--- src/rtl/blend_pkg.sv ---
// Shared constants and types for the pipelined alpha blender.
// Blend constants are derived from the alpha width by helper functions.
package blend_pkg;

  localparam int DEF_CH_W    = 12;
  localparam int DEF_ALPHA_W = 8;

  typedef logic [DEF_CH_W+DEF_ALPHA_W-1:0] prod_t;

  function automatic int amax(input int aw);
    return (1 << aw) - 1;
  endfunction

  function automatic int rnd(input int aw);
    return (1 << (aw - 1)) - 1;
  endfunction

endpackage

--- src/rtl/blend_lane.sv ---
// One colour channel of the blender: S1 product registers,
// S2 output register with rounding and optional exact pass-through.
module blend_lane
  import blend_pkg::*;
#(
  parameter int CH_W       = 12,
  parameter int ALPHA_W    = 8,
  parameter int EXACT_ENDS = 1
) (
  input  logic               clk,
  input  logic               rst,
  input  logic               s1_load,
  input  logic               s2_load,
  input  logic [CH_W-1:0]    in1,
  input  logic [CH_W-1:0]    in2,
  input  logic [ALPHA_W-1:0] alpha,
  input  logic               a_zero,
  input  logic               a_max,
  output logic [CH_W-1:0]    outp
);

  localparam int PW = CH_W + ALPHA_W;
  localparam logic [ALPHA_W-1:0] AMAX = ALPHA_W'(amax(ALPHA_W));
  localparam logic [PW:0]        RND  = (PW+1)'(rnd(ALPHA_W));

  logic [PW-1:0]   p1;
  logic [PW-1:0]   p2;
  logic [PW:0]     sum;
  logic [CH_W-1:0] mix;
  logic [CH_W-1:0] res;

  always_ff @(posedge clk) begin
    if (rst) begin
      p1 <= '0;
      p2 <= '0;
    end else if (s1_load) begin
      p1 <= PW'(in1) * PW'(alpha);
      p2 <= PW'(in2) * PW'(AMAX - alpha);
    end
  end

  // Top bit of sum is always zero: max sum stays below 2**PW.
  assign sum = {1'b0, p1} + {1'b0, p2} + RND;
  assign mix = CH_W'(sum >> ALPHA_W);

  if (EXACT_ENDS != 0) begin : g_exact
    logic [CH_W-1:0] c1;
    logic [CH_W-1:0] c2;

    always_ff @(posedge clk) begin
      if (rst) begin
        c1 <= '0;
        c2 <= '0;
      end else if (s1_load) begin
        c1 <= in1;
        c2 <= in2;
      end
    end

    always_comb begin
      res = mix;
      unique case (1'b1)
        a_max:   res = c1;
        a_zero:  res = c2;
        default: res = mix;
      endcase
    end
  end else begin : g_formula
    logic unused_ends;
    assign unused_ends = a_zero ^ a_max;
    assign res = mix;
  end

  always_ff @(posedge clk) begin
    if (rst) begin
      outp <= '0;
    end else if (s2_load) begin
      outp <= res;
    end
  end

endmodule

--- src/rtl/pipelined_alpha_blender.sv ---
// Multi-channel two-stage alpha blender with valid/ready flow control.
// Holds pipeline control and alpha end detection; lanes hold the data.
module pipelined_alpha_blender
  import blend_pkg::*;
#(
  parameter int CH_W       = 12,
  parameter int N_CH       = 3,
  parameter int ALPHA_W    = 8,
  parameter int EXACT_ENDS = 1
) (
  input  logic                   clk,
  input  logic                   rst,
  input  logic                   in_valid,
  output logic                   in_ready,
  input  logic [N_CH*CH_W-1:0]   in1,
  input  logic [N_CH*CH_W-1:0]   in2,
  input  logic [ALPHA_W-1:0]     alpha,
  output logic                   out_valid,
  input  logic                   out_ready,
  output logic [N_CH*CH_W-1:0]   outp
);

  localparam logic [ALPHA_W-1:0] AMAX = ALPHA_W'(amax(ALPHA_W));

  logic s1_valid;
  logic s2_valid;
  logic s1_adv;
  logic s2_adv;
  logic s1_zero;
  logic s1_max;
  logic s1_load;
  logic s2_load;

  assign s2_adv    = ~s2_valid | out_ready;
  assign s1_adv    = ~s1_valid | s2_adv;
  assign in_ready  = s1_adv;
  assign out_valid = s2_valid;

  // Data registers only load real beats; bubbles just clear valid.
  assign s1_load = s1_adv & in_valid;
  assign s2_load = s2_adv & s1_valid;

  always_ff @(posedge clk) begin
    if (rst) begin
      s1_valid <= 1'b0;
      s2_valid <= 1'b0;
      s1_zero  <= 1'b0;
      s1_max   <= 1'b0;
    end else begin
      if (s1_adv) begin
        s1_valid <= in_valid;
        s1_zero  <= (alpha == '0);
        s1_max   <= (alpha == AMAX);
      end
      if (s2_adv) begin
        s2_valid <= s1_valid;
      end
    end
  end

  for (genvar c = 0; c < N_CH; c++) begin : g_lane
    blend_lane #(
      .CH_W      (CH_W),
      .ALPHA_W   (ALPHA_W),
      .EXACT_ENDS(EXACT_ENDS)
    ) u_lane (
      .clk    (clk),
      .rst    (rst),
      .s1_load(s1_load),
      .s2_load(s2_load),
      .in1    (in1[c*CH_W +: CH_W]),
      .in2    (in2[c*CH_W +: CH_W]),
      .alpha  (alpha),
      .a_zero (s1_zero),
      .a_max  (s1_max),
      .outp   (outp[c*CH_W +: CH_W])
    );
  end

endmodule

--- config.mk ---
export PLATFORM = sky130hd
export DESIGN_NAME = pipelined_alpha_blender
export DESIGN_NICKNAME = d
export VERILOG_FILES = /design/src/rtl/blend_pkg.sv /design/src/rtl/blend_lane.sv /design/src/rtl/pipelined_alpha_blender.sv
export SDC_FILE = /design/constraint.sdc
export NUM_CORES = 2
export LEC_CHECK = 0
export ABC_AREA = 1
export CORE_ASPECT_RATIO = 0.6
export CORE_MARGIN = 3
export CORE_UTILIZATION = 25
export DETAILED_ROUTE_END_ITERATION = 10
export MAX_ROUTING_LAYER = met4
export PLACE_DENSITY = 0.49
export SLEW_MARGIN = 20
export SYNTH_ARGS = -nofsm -noshare
export SYNTH_HDL_FRONTEND = slang
export SYNTH_SLANG_ARGS = --single-unit
--- constraint.sdc ---
create_clock -name clk -period 15.77 [get_ports clk]
set_clock_uncertainty 0.2 [all_clocks]
set_input_delay 1.577 -clock clk [delete_from_list [all_inputs] [get_ports clk]]
set_output_delay 1.577 -clock clk [all_outputs]
set_load 0.005 [all_outputs]
# --- Yosys cells after proc, flatten, opt, wreduce, memory -nomap -nowiden ---
# Cells that the tools add are included.
word_totals:
  out_inout_bits: 38
  input_bits: 84
  ff_bits: 232
classes:
  n_mux: 3
  reduce_logical: 1
  n_eq_ne: 1
  n_mul: 6
  add_sub_neg: 7
  bitwise_logic: 6
ops:
  columns: ["op", "count"]
  rows:
  - ["12-bit case mux with 2 select lines", 3]
  - ["20-bit adder", 3]
  - ["20-bit by 7-bit adder with 20-bit output (second input constant)", 3]
  - ["12-bit by 20-bit multiplier with 20-bit output", 3]
  - ["12-bit by 8-bit multiplier with 20-bit output", 3]
  - ["8-bit by 8-bit subtractor with 9-bit output (first input constant)", 1]
  - ["8-bit equality test (second input constant)", 1]
  - ["8-bit zero test", 1]
  - ["1-bit AND", 2]
  - ["1-bit NOT", 2]
  - ["1-bit OR", 2]

# --- Logic depth before layout (Yosys ltp) ---
depth:
  ltp_word: 4
  mapped_depth: 25
  depth_no_buf: 23

# --- Cells and area by module ---
# From an unflattened synthesis, not the netlist that was laid out.
hier_totals:
  hier_cells: 4458
  area_unflattened_um2: 31561.5
modules_own_cells:
  columns: ["module", "cells_each", "n_inst", "area_per_inst_um2"]
  rows:
  - ["blend_lane at g_lane[1].u_lane", 1474, 1, 10496.3]
  - ["blend_lane at g_lane[0].u_lane", 1477, 1, 10422.5]
  - ["blend_lane at g_lane[2].u_lane", 1471, 1, 10418.7]
  - ["pipelined_alpha_blender", 36, 1, 224.0]

# --- Worst setup path after synthesis ---
# Ideal clock, no wire load.
synth_timing:
  path_type: "in2reg"
  from: "input alpha[6]"
  to: "register g_lane[2].u_lane.p2[19]"
  stages: 24
  setup_slack_ns: 9.492
  t_required_ns: 15.461
  setup_time_ns: 0.109
  path_buffers: 2
  t_arrival_ns: 5.969
  cell_sequence: "clkbuf_1 inv_1 clkbuf_1 nand2_1 fa_1 inv_1 fa_1 inv_1 fa_1 inv_1 fa_1 inv_1 fa_1 inv_1 ha_1 a21o_1 a21oi_1 nand2_1 nand3_1 nand2_1 xor2_1 nand2_1 nand2_1 inv_1"
synth_between:
  elab_chain_len: 2
synth_rtl:
  columns: ["item", "line", "rtl"]
  rows:
  - ["start, declared", "pipelined_alpha_blender.sv:17", "input logic [ALPHA_W-1:0] alpha,"]
  - ["8-bit by 8-bit subtractor with 9-bit output", "blend_lane.sv:38", "p2 <= PW'(in2) * PW'(AMAX - alpha);"]
  - ["12-bit by 20-bit multiplier with 20-bit output", "blend_lane.sv:38", null]
  - ["end signal, assigned", "blend_lane.sv:38", null]
  - ["end, declared", "blend_lane.sv:27", "logic [PW-1:0] p2;"]
# Every way passes these cells.
# A chain may end at the register's enable or synchronous reset.

# --- Final worst setup path ---
layout_timing:
  from: "input alpha[4]"
  to: "register g_lane[2].u_lane.p2[19]"
# The elaborated chain is that of the path after synthesis.

==> impl_metrics.toml <==
[power]
p_int_mw = 2.24
power.density_mw_per_mm2 = 134
p_sw_mw = 2.50
leakage_nw = 19.8
p_comb_share_pct = 72.2
irDropWorstVdd_mv = 0.0633
pwr-share-seq_pct = 16.5
pwr-share-clk_pct = 11.3
switching_share_pct = 52.7
report.power.total_mw = 4.74

[sta]
period_share_pct = 43.9
max_slew_margin_pct = 32.1
finalHoldViolCount = 0
worst_pin_slew_ns = 1.02
rsz0062_at_grt = "false"
fin_crit_ns = 6.92
slew_violations = 0
setup_tns_ns = 0
fmax_mhz = 144
setup_violations = 0

[drt]
wl_met1_um = 51000
wl_met3_um = 4060
routed_wl_um = 96800
drc_errors = 0
via_per_inst = 4.38
vias = 26856
routed.top_layer = "met4"
drtIter0Drc = 1730
drtPass1Iterations = 5
wl_per_cell_um = 15.8
met2_length_um = 41100
final_antenna_net_count = 0

[clocking]
clk_latency_ns = 0.55
cts_max_level = 1
cts_setup_buffers = 0
clk_pin_slew_ns = 0.07
cts_buffer_depth = 3
tritoncts = "done"
cts_buffers = 21
cts_resized = 0
clock-sinks = 232
root_buffer = "clkbuf_16"
cts_hold_buffers = 0

[placement]
dp.final_hpwl_um = 78300
dpl.cell_count = 6099
numPortBuffers = 121
gp_congestion = 0.908

[global_routing]
antenna_found_initial = 1
grt_pass1_wl_um = 157000
grt_max_degree = 127
grt-ovfl-total = 0
grtUsageTotal_pct = 15.2
first_global_vias = 27041

[final_layout]
drive_above_1_share_pct = 2.67
nets = 5282
area_growth_pct = 10.4
finalNonFillerCells = 6136

[yosys]
synth_edf_count = 0
avgSynthCellArea_um2 = 7.17
synth-main-ff-cell = "dfxtp_1"
synth-seq-cells = 232
synth_cells = 4458
synth_area_mm2 = 0.0320
synth_fp_nets = 5301
async_flop_share_pct = 0
yosysWarnings = 0
synth.distinct_cells = 47
synth-seq-area-share_pct = 14.5

[critical_path]
cp-endpoint = "g_lane[2].u_lane.p2[19]"
cpPeakStageDelay_ns = 0.72
rr_startpoint = "out_valid"
setup.worst_path.end_class = "flop"
cp_slowest_cell = "inv_1"
path_class = "in2reg"
cp_max_fo = 53
worstPathRequired_ns = 16.00
path_cells = "buf_2 -> buf_4 -> inv_1 -> nand2_1 -> fa_1 -> fa_1 -> inv_1 -> fa_1 -> fa_1 -> inv_1 -> fa_1 -> inv_1 -> ha_1 -> nand2_1 -> inv_1 -> a21oi_1 -> nand2_1 -> nand3_1 -> nand2_1 -> xor2_1 -> nand2_1 -> nand2_1 -> inv_1"
reg2reg_depth = 8
cp-startpoint = "alpha[4]"
start_kind = "primary input"
r2r_end = "g_lane[1].u_lane.p1[10]"
reg2reg_setup_slack_ns = 12.17
arrival_ns = 7.15

[die]
coreArea_mm2 = 0.125
die_area_mm2 = 0.132
start_util_pct = 25.5
io_pins = 122
die_h_um = 283
rows = 100
die_x_um = 468

[run]
maxCapViolCount = 0

[min_path]
min_path_type = "reg2reg"

[status]
status = "finished clean"
## worst max-delay path, delay by kind of cell
| kind | cells | cell delay (ns) |
|---|---|---|
| XOR/XNOR | 1 | 0.13 |
| AND/OR/NAND/NOR | 7 | 0.85 |
| buffers and inverters | 8 | 1.72 |
| AO/OA/AOI/OAI | 1 | 0.19 |
| adder cells (fa/ha/maj) | 6 | 2.62 |
## layer usage
| layer | up-vias | global-route usage [%] |
|---|---|---|
| met2 | 413 | 22.8 |
| met4 | 0 | 1.00 |
| li1 | 13614 | - |
| met5 | - | - |
| met3 | 45 | 1.69 |
| met1 | 12784 | 22.9 |
## metrics by stage
step / instance area, um^2 / utilization (%) / setup WS, ns / hold WS [ns]
after floorplan: 32000 / - / 9.49 / 0.233
after global placement: 34600 / 27.6 / 8.42 / 0.250
after detailed placement: 34600 / 27.6 / 8.34 / 0.254
after CTS: 35300 / 28.1 / 8.90 / 0.264
after global routing: 35300 / 28.1 / 8.49 / 0.276
final: 35300 / 28.1 / 8.85 / 0.262
## placed cells by master, fill, tap and decap left out, drive strengths merged, types with 4 or more instances in the layout
master | synthesis | layout
o21a | 4 | 4
a21o | 29 | 29
inv | 1037 | 1038
o31ai | 4 | 4
a21oi | 267 | 267
o21ai | 229 | 229
clkdlybuf4s50 | 0 | 112
xnor2 | 14 | 14
a221oi | 36 | 36
dfxtp | 232 | 232
a31oi | 12 | 12
or2 | 6 | 6
clkinv | 1 | 5
xor2 | 53 | 53
nand4 | 25 | 25
nor2 | 438 | 438
nand2 | 868 | 868
nor4 | 6 | 6
buf | 54 | 33
nor3 | 19 | 19
o21bai | 15 | 15
fa | 360 | 360
nand3b | 16 | 16
o211ai | 18 | 18
clkbuf | 133 | 29
ha | 399 | 399
nand3 | 177 | 177
## registers in the layout (all words and copies together) (netlist names)
signal                    cells
out_valid                     1
g_lane.u_lane.g_exact.c1     36
g_lane.u_lane.g_exact.c2     36
s1_zero                       1
g_lane.u_lane.outp           36
s1_max                        1
g_lane.u_lane.p1             60
s1_valid                      1
g_lane.u_lane.p2             60
## logic make-up (layout without fill, tap and decap cells)
logic type      after synthesis  in the layout  share of synthesized area, %
buf+inv                    1225           1219                          14.7
xor+xnor                     67             67                          1.84
simple gates               1558           1558                          19.9
other cells                   0              1                             0
compound gates              617            617                          10.8
flops                       232            232                          14.5
fa+ha+maj                   759            759                          38.2
## synth_stat cells (25+ instances only)
cell      number  area share (%)
nand3_1      172             2.7
a21oi_1      264             4.1
fa_1         360              23
inv_1       1026              12
a21o_1        29            0.68
ha_1         399              16
clkbuf_1     132             1.6
nand4_1       25            0.49
xor2_1        53             1.5
o21ai_0      209             3.3
nand2_1      855              10
a221oi_1      36            0.99
dfxtp_1      232              15
buf_2         38            0.60
nor2_1       431             5.1
## power by group through the flow
| stage | clock (mW) | combinational (mW) | sequential (mW) |
|---|---|---|---|
| after global routing | 0.575 | 3.98 | 0.798 |
| final | 0.533 | 3.42 | 0.785 |
| after floorplan | 0 | 2.56 | 0.757 |
| after global placement | 0 | 3.42 | 0.804 |
| after detailed placement | 0 | 3.41 | 0.805 |
| after CTS | 0.552 | 3.44 | 0.792 |
## final cells by class
type / count / area, um^2
sequential: 232 / 4650
multi-input combinational: 3001 / 22600
inverter: 1038 / 3910
tap: 1683 / 2110
timing repair buffer: 145 / 1350
clock buffer: 29 / 606
fill: 13828 / 90100
antenna: 1 / 2.50
clock inverter: 7 / 47.5
## worst min-delay path by stage
stage                                 startpoint                endpoint  slack [ns]  cells past startpoint
after floorplan           g_lane[0].u_lane.p1[1]  g_lane[0].u_lane.p1[1]        0.23                      2
after global placement    g_lane[2].u_lane.p1[2]  g_lane[2].u_lane.p1[2]        0.25                      2
after detailed placement  g_lane[0].u_lane.p1[1]  g_lane[0].u_lane.p1[1]        0.25                      2
after CTS                 g_lane[0].u_lane.p1[1]  g_lane[0].u_lane.p1[1]        0.26                      2
after global routing      g_lane[0].u_lane.p1[3]  g_lane[0].u_lane.p1[3]        0.28                      2
final                     g_lane[0].u_lane.p1[3]  g_lane[0].u_lane.p1[3]        0.26                      2
(Power assumes the default switching activity.)
